**src/rtl/sos_scheduler.sv**
```systemverilog
// Arbitrates the periodic auto-beacon and manual burst requests onto one SOS
// pattern engine, enforcing an inter-message gap and an engine-hang timeout.
module sos_scheduler #(
  parameter int PERIOD_CNT  = 150_000_000,
  parameter int GAP_CNT     = 25_000_000,
  parameter int TIMEOUT_CNT = 100_000_000,
  parameter int CNT_W       = 28
) (
  input  logic       CLK,
  input  logic       RST_N,
  input  logic       Auto_En,
  input  logic       Manual_Req,
  input  logic [3:0] Repeat_Num,
  input  logic       SOS_Done_Sig,
  input  logic       Clear_Err,
  output logic       SOS_En_Sig,
  output logic       Busy,
  output logic       Timeout_Err,
  output logic [3:0] Remain_Cnt
);

  typedef enum logic [1:0] {S_IDLE, S_START, S_RUN, S_GAP} state_t;

  localparam logic [CNT_W-1:0] C_PERIOD_LAST = CNT_W'(PERIOD_CNT - 1);
  localparam logic [CNT_W-1:0] C_GAP_LAST    = CNT_W'(GAP_CNT - 1);
  localparam logic [CNT_W-1:0] C_TO_LAST     = CNT_W'(TIMEOUT_CNT - 1);
  localparam logic [CNT_W-1:0] C_ONE         = CNT_W'(1);

  state_t           r_state;
  state_t           w_next_state;
  logic [CNT_W-1:0] r_auto_cnt;
  logic [CNT_W-1:0] r_to_cnt;
  logic [CNT_W-1:0] r_gap_cnt;
  logic             r_auto_pend;
  logic             r_man_pend;
  logic [3:0]       r_man_num;
  logic [3:0]       r_remain;
  logic             r_en;
  logic             r_err;

  logic w_load_man;
  logic w_load_auto;
  logic w_done_hit;
  logic w_to_hit;
  logic w_gap_end;
  logic w_auto_wrap;

  assign w_auto_wrap = (r_auto_cnt == C_PERIOD_LAST);

  always_comb begin
    w_next_state = r_state;
    w_load_man   = 1'b0;
    w_load_auto  = 1'b0;
    w_done_hit   = 1'b0;
    w_to_hit     = 1'b0;
    w_gap_end    = 1'b0;
    case (r_state)
      S_IDLE: begin
        // Manual wins; a concurrent auto request stays pending for later.
        if (r_man_pend) begin
          w_load_man   = 1'b1;
          w_next_state = S_START;
        end else if (r_auto_pend) begin
          w_load_auto  = 1'b1;
          w_next_state = S_START;
        end
      end
      S_START: w_next_state = S_RUN;
      S_RUN: begin
        if (SOS_Done_Sig) begin
          w_done_hit   = 1'b1;
          w_next_state = S_GAP;
        end else if (r_to_cnt == C_TO_LAST) begin
          w_to_hit     = 1'b1;
          w_next_state = S_GAP;
        end
      end
      S_GAP: begin
        if (r_gap_cnt == C_GAP_LAST) begin
          w_gap_end = 1'b1;
          if (r_remain != 4'd0) begin
            w_next_state = S_START;
          end else begin
            w_next_state = S_IDLE;
          end
        end
      end
      default: w_next_state = S_IDLE;
    endcase
  end

  always_ff @(posedge CLK or negedge RST_N) begin
    if (!RST_N) begin
      r_state <= S_IDLE;
    end else begin
      r_state <= w_next_state;
    end
  end

  always_ff @(posedge CLK or negedge RST_N) begin
    if (!RST_N) begin
      r_auto_cnt  <= '0;
      r_auto_pend <= 1'b0;
    end else if (!Auto_En) begin
      r_auto_cnt  <= '0;
      r_auto_pend <= 1'b0;
    end else begin
      r_auto_cnt <= w_auto_wrap ? '0 : r_auto_cnt + C_ONE;
      if (w_auto_wrap) begin
        r_auto_pend <= 1'b1;
      end else if (w_load_auto) begin
        r_auto_pend <= 1'b0;
      end
    end
  end

  always_ff @(posedge CLK or negedge RST_N) begin
    if (!RST_N) begin
      r_man_pend <= 1'b0;
      r_man_num  <= 4'd0;
    end else if (w_load_man) begin
      r_man_pend <= 1'b0;
    end else if (Manual_Req && !r_man_pend) begin
      r_man_pend <= 1'b1;
      r_man_num  <= (Repeat_Num == 4'd0) ? 4'd1 : Repeat_Num;
    end
  end

  always_ff @(posedge CLK or negedge RST_N) begin
    if (!RST_N) begin
      r_en      <= 1'b0;
      r_remain  <= 4'd0;
      r_to_cnt  <= '0;
      r_gap_cnt <= '0;
      r_err     <= 1'b0;
    end else begin
      r_en <= (w_next_state == S_START);
      if (w_load_man) begin
        r_remain <= r_man_num;
      end else if (w_load_auto) begin
        r_remain <= 4'd1;
      end else if (w_done_hit) begin
        r_remain <= r_remain - 4'd1;
      end else if (w_to_hit) begin
        r_remain <= 4'd0;
      end
      r_to_cnt  <= (r_state == S_RUN) ? r_to_cnt + C_ONE : '0;
      r_gap_cnt <= (r_state == S_GAP && !w_gap_end) ? r_gap_cnt + C_ONE : '0;
      if (w_to_hit) begin
        r_err <= 1'b1;
      end else if (Clear_Err) begin
        r_err <= 1'b0;
      end
    end
  end

  assign SOS_En_Sig  = r_en;
  assign Busy        = (r_state != S_IDLE);
  assign Timeout_Err = r_err;
  assign Remain_Cnt  = r_remain;

endmodule

```
**config.mk**
```make
export PLATFORM = sky130hd
export DESIGN_NAME = sos_scheduler
export DESIGN_NICKNAME = d
export VERILOG_FILES = /design/src/rtl/sos_scheduler.sv
export SDC_FILE = /design/constraint.sdc
export NUM_CORES = 1
export LEC_CHECK = 0
export ABC_CLOCK_PERIOD_IN_PS = 6400
export CAP_MARGIN = 25
export CORE_MARGIN = 5
export CORE_UTILIZATION = 60
export DETAILED_ROUTE_END_ITERATION = 6
export GPL_TIMING_DRIVEN = 1
export PLACE_DENSITY = 0.85
export SETUP_SLACK_MARGIN = 0.5
export SLEW_MARGIN = 20
export SYNTH_ARGS = -nofsm -noshare
export SYNTH_HDL_FRONTEND = slang
export SYNTH_SLANG_ARGS = --single-unit
```
**constraint.sdc**
```tcl
create_clock -name CLK -period 6.4 [get_ports CLK]
set_clock_uncertainty 0.2 [all_clocks]
set_input_delay 0.96 -clock CLK [delete_from_list [all_inputs] [get_ports CLK]]
set_output_delay 0.96 -clock CLK [all_outputs]
set_load 0.005 [all_outputs]
```
Word-level counts from Yosys, hierarchy flattened

Index checks and enable logic that the tools add are counted.

Register bits: 98
Output and inout port bits: 7
Logic and storage cells: 70

Muxes and demuxes: 35
Reduce and logical (&&, ||, !) cells: 12
Bitwise logic cells: 1
Equality and inequality tests: 8
Add/sub/neg operators: 4

Operators by type and width:

| cell                  | count |
|---|---|
| $mux 28               | 4 |
| $add 28x1->28 const B | 3 |
| $eq 28x25->1 const B  | 1 |
| $eq 28x27->1 const B  | 1 |
| $eq 28x28->1 const B  | 1 |
| $mux 1                | 20 |
| $mux 4                | 5 |
| $mux 2                | 5 |
| $pmux 2 s4            | 1 |
| $reduce_bool 4->1     | 2 |
| $reduce_bool 2->1     | 3 |
| $eq 2x1->1 const B    | 2 |
| $eq 2x2->1 const B    | 2 |
| $logic_not 4->1       | 1 |
| $sub 4x1->4 const B   | 1 |
| $ne 3x1->1 const B    | 1 |
| $logic_and 1x1->1     | 2 |
| $logic_not 1->1       | 2 |
| $logic_not 2->1       | 1 |
| $reduce_and 2->1      | 1 |
| $not 1->1             | 1 |

Longest topological paths before layout

Depth after elaboration: 8
Depth in mapped cells: 8
Mapped depth without buffers: 6

Worst setup path after synthesis

Ideal clock, no wire load.

Path type: flip-flop to flip-flop
Start point: register r_to_cnt[9]
End point: register r_remain[1], in the netlist Remain_Cnt[1]
Slack: 4.074 ns
Period minus slack after synthesis: 2.326 ns
Path buffers: 0
Cell stages (with the launch flop): 5
Data arrival time: 2.000 ns
Cell sequence: dfrtp_1 > or4_1 > or4_1 > o31a_1 > a221o_1

Word-level cells in the longest chain between the ends: 5

Ends and longest elaborated chain:

| item                        | line | text |
|---|---|---|
| start, declared             | 32   | `logic [CNT_W-1:0] r_to_cnt;` |
| start signal, assigned      | 147  | `r_to_cnt <= (r_state == S_RUN) ? r_to_cnt + C_ONE : '0;` |
| $eq 28x27->1                | 73   | `end else if (r_to_cnt == C_TO_LAST) begin` |
| $mux 1                      | 73   |  |
| $mux 1                      | 70   | `if (SOS_Done_Sig) begin` |
| $mux 1                      | 57   | `case (r_state)` |
| $reduce_bool 4->1 (no line) | n/a  |  |
| end signal, assigned        | 139  | `r_remain <= r_man_num;` |
| end signal, assigned        | 143  | `r_remain <= r_remain - 4'd1;` |
| end, declared               | 37   | `logic [3:0] r_remain;` |

No other way between the ends.
A chain may end at the register's enable or synchronous reset.

Final worst setup path

Start point: register r_state[1]
End point: output port Busy

Word-level cells in the longest chain between the ends: 1

Ends and longest elaborated chain:

| item                   | line | text |
|---|---|---|
| start, declared        | 29   | `state_t r_state;` |
| start signal, assigned | 96   | `r_state <= w_next_state;` |
| $reduce_bool 2->1      | 158  | `assign Busy = (r_state != S_IDLE);` |
| end, declared          | 17   | `output logic Busy,` |

No other way between the ends.

==> impl_results.md <==
- Highest routing layer actually used: met4
- Met2 Routed Length: 4.59 mm
- Count of clock tree sinks: 98
- Area of the die: 9910 um2
- Transition time at the pin with the least slew margin: 0.917 ns
- Post-CTS repair timing setup buffer count: 0
- Non-filler instance count after layout: 626
- Most common cell after layout, fill and taps aside: dfrtp_1
- Synthesis-to-layout area growth: 9.72%
- Largest stage delay on the critical path: 0.46 ns
- Number of endpoints failing setup at the final stage: 0
- Mean routed wirelength per cell: 15.2 um
- Static power due to leakage: 2.15 nW
- Ordered list of cells on the worst path: nor2_1 -> inv_1 -> clkdlybuf4s50_1
- Post-cts gate resize count: 0
- Max Buffers Root-to-Sink: 2
- Final WS setup: 3.59 ns
- TritonCTS clock tree: yes
- Synth area leader: dfrtp_1
- Weighted congestion reported at the end of routability-driven placement: 0.849
- Height of the die: 99.6 um
- Hold Path Class: reg2reg
- Floorplan die width: 99.6 um
- Starting density of the core: 62.0%
- Commonest cells after routing, fill and taps aside: dfrtp_1 (98), nor2_1 (90), nand2_1 (39)
- Standard-cell rows: 32
- Data arrival at the endpoint of the critical path: 1.65 ns
- Worst setup timing slack at the placement stage: 3.65 ns
- Number of library cell types mapped by synthesis: 38
- Routed WL: 9.54 mm
- Gate Count Post-Synth: 506
- Worst setup path category: reg2out
- Required time at the worst-slack endpoint: 5.24 ns
- Count of synthesis-stage warnings from yosys: 0
- Critical Path Sink Type: output port
- Post-route DRC: 0
- Number of nets with antenna violations after detailed routing: 0
- Count of vias placed by the detailed router: 3,653
- F_max: 0.355 GHz
- Number of nets in the layout: 533
- Setup repair after global routing missed its margin: false
- Clock latency on the worst-skew pair: 0.36 ns
- Number of H-tree levels: 3
- Post-synthesis sequential area ratio: 51.0%
- Placement-stage cell area: 5040 um2
- Final min period: 2.81 ns
- Drt first pass iters: 5
- Count of flip-flops with a built-in enable after synthesis: 0
- Global-route wire length before repair: 16.6 mm
- Dpl hpwl: 6.51 mm
- Number of port buffers: 16
- Final-layout setup total negative slack: 0 ns
- Nets in the synthesized netlist: 520
- Commonest register cell after synthesis: dfrtp_1
- Netlist area before placement: 4810 um2
- DRC violation total after the first TritonRoute iteration: 205
- Antenna violations before repair: 0
- Residual overflow from global routing: 0
- Fraction of synthesis flops using an asynchronous set or reset pin: 100%
- Worst-path maximum fanout: 6
- Power density over cell area: 233 nW/um2
- Max-slew headroom at the worst pin: 38.7%
- Top Ports: 17
- Met3 WL post-DR: 489 um
- Slowest stage cell, crit path: clkdlybuf4s50_1
- Total routing usage reported by global routing: 20.6%
- Hold violation total from the final report: 0
- Post-route cell area: 5280 um2
- Clock-pin slew of the registers on the worst-case setup and hold paths: 0.10 ns
- Maximum number of pins on one net before global-route repair: 51
- Routed vias/inst: 5.84
- Utilization after layout: 68.0%
- Area share of the leading cell type in the synthesized netlist: 51.0%
- Result of the run: complete, no violations
- Final Max Tran Viols: 0
- Via count of the first global-routing pass: 3,666
- Metal1 wirelength: 4.36 mm
- Max_cap viols: 0
- Number of buffers added by the clock tree synthesis step: 9
- Worst vdd rail ir drop: 0.128 mV
- Core outline area: 7770 um2
- Number of buffers inserted for hold repair after clock tree synthesis: 0
- Tcrit/Tclk final: 44.0%
- Root buf cell: clkbuf_8
- Cell Count Post-Placement: 609
- Final Power: 1.23 mW
- Antenna diode count: 0
- Mean cell area of the mapped netlist: 9.51 um2
- Hold slack final: 0.281 ns
- Biggest area contributors in the synthesized netlist: dfrtp_1 (51%), nor2_1 (7.0%), xnor2_1 (6.7%)
- Number of synthesized register bits: 98
- Share of final-layout standard cells stronger than drive strength 1: 5.15%
- Startpoint type of the worst setup path: flop
-- state kept, by name (all words and copies together), names as in the netlist --
name	cells
r_to_cnt	28
SOS_En_Sig	1
r_state	2
Remain_Cnt	4
r_auto_cnt	28
r_gap_cnt	28
Timeout_Err	1
r_auto_pend	1
r_man_num	4
r_man_pend	1
-- cells in the mapped netlist (10+ instances only) --
cell	instances
o21ai_0	15
nor2_1	90
dfrtp_1	98
nor4_1	19
nor3_1	11
or3_1	10
inv_1	10
clkbuf_1	14
nand2_1	39
nand4_1	26
and3_1	12
xor2_1	33
xnor2_1	37
nand3_1	33
-- final cells by class --
class                      count  area, um2
clock inverter                 6       87.6
tap                          102        128
inverter                      10       37.5
multi-input combinational    381       2250
timing repair buffer          19        188
fill                         597       2490
clock buffer                  10        138
sequential                    98       2450
-- per-layer routing --
layer  track usage, %  up-vias
li1                 -     1780
met1             27.5     1768
met2             33.4       94
met3             5.33       11
met4             6.20        0
met5                0        -
-- critical path, delay by kind of cell, from the launching register on --
| family | cells | cell delay [ns] |
|---|---|---|
| flops | 1 | 0.44 |
| simple gates | 1 | 0.28 |
| buf+inv | 2 | 0.58 |
-- report_power, final --
group / switching (mW) / leakage [nW] / internal [mW]
logic: 0.0554 / 0.707 / 0.0425
clock network: 0.218 / 0.117 / 0.232
registers: 0.0382 / 1.33 / 0.647
total: 0.311 / 2.15 / 0.921
-- cells by family (layout without fill, tap and decap cells) --
family | count (synthesis) | after routing | synth area share, %
adders and majority gates | 4 | 4 | 1.04
and+or+nand+nor | 273 | 273 | 28.5
xor gates and xnor gates | 70 | 70 | 12.7
DFF | 98 | 98 | 51.0
AOI/OAI and AO/OA | 31 | 31 | 3.72
muxes | 3 | 3 | 0.702
buffers and inverters | 27 | 45 | 2.29
-- final timing paths --
| path | start | to | slack, ns | cells after the start |
|---|---|---|---|---|
| setup reg to reg | r_gap_cnt[2] | r_state[0] | 3.68 | 5 |
| min in group asynchronous | RST_N | r_gap_cnt[4] | 0.41 | 1 |
| setup / recovery | r_state[1] | Busy | 3.59 | 3 |
| hold / removal | r_gap_cnt[0] | r_gap_cnt[0] | 0.28 | 1 |
| hold reg to reg | r_gap_cnt[0] | r_gap_cnt[0] | 0.28 | 1 |
| max in group asynchronous | RST_N | r_to_cnt[0] | 4.54 | 2 |
(Power assumes the default switching activity.)
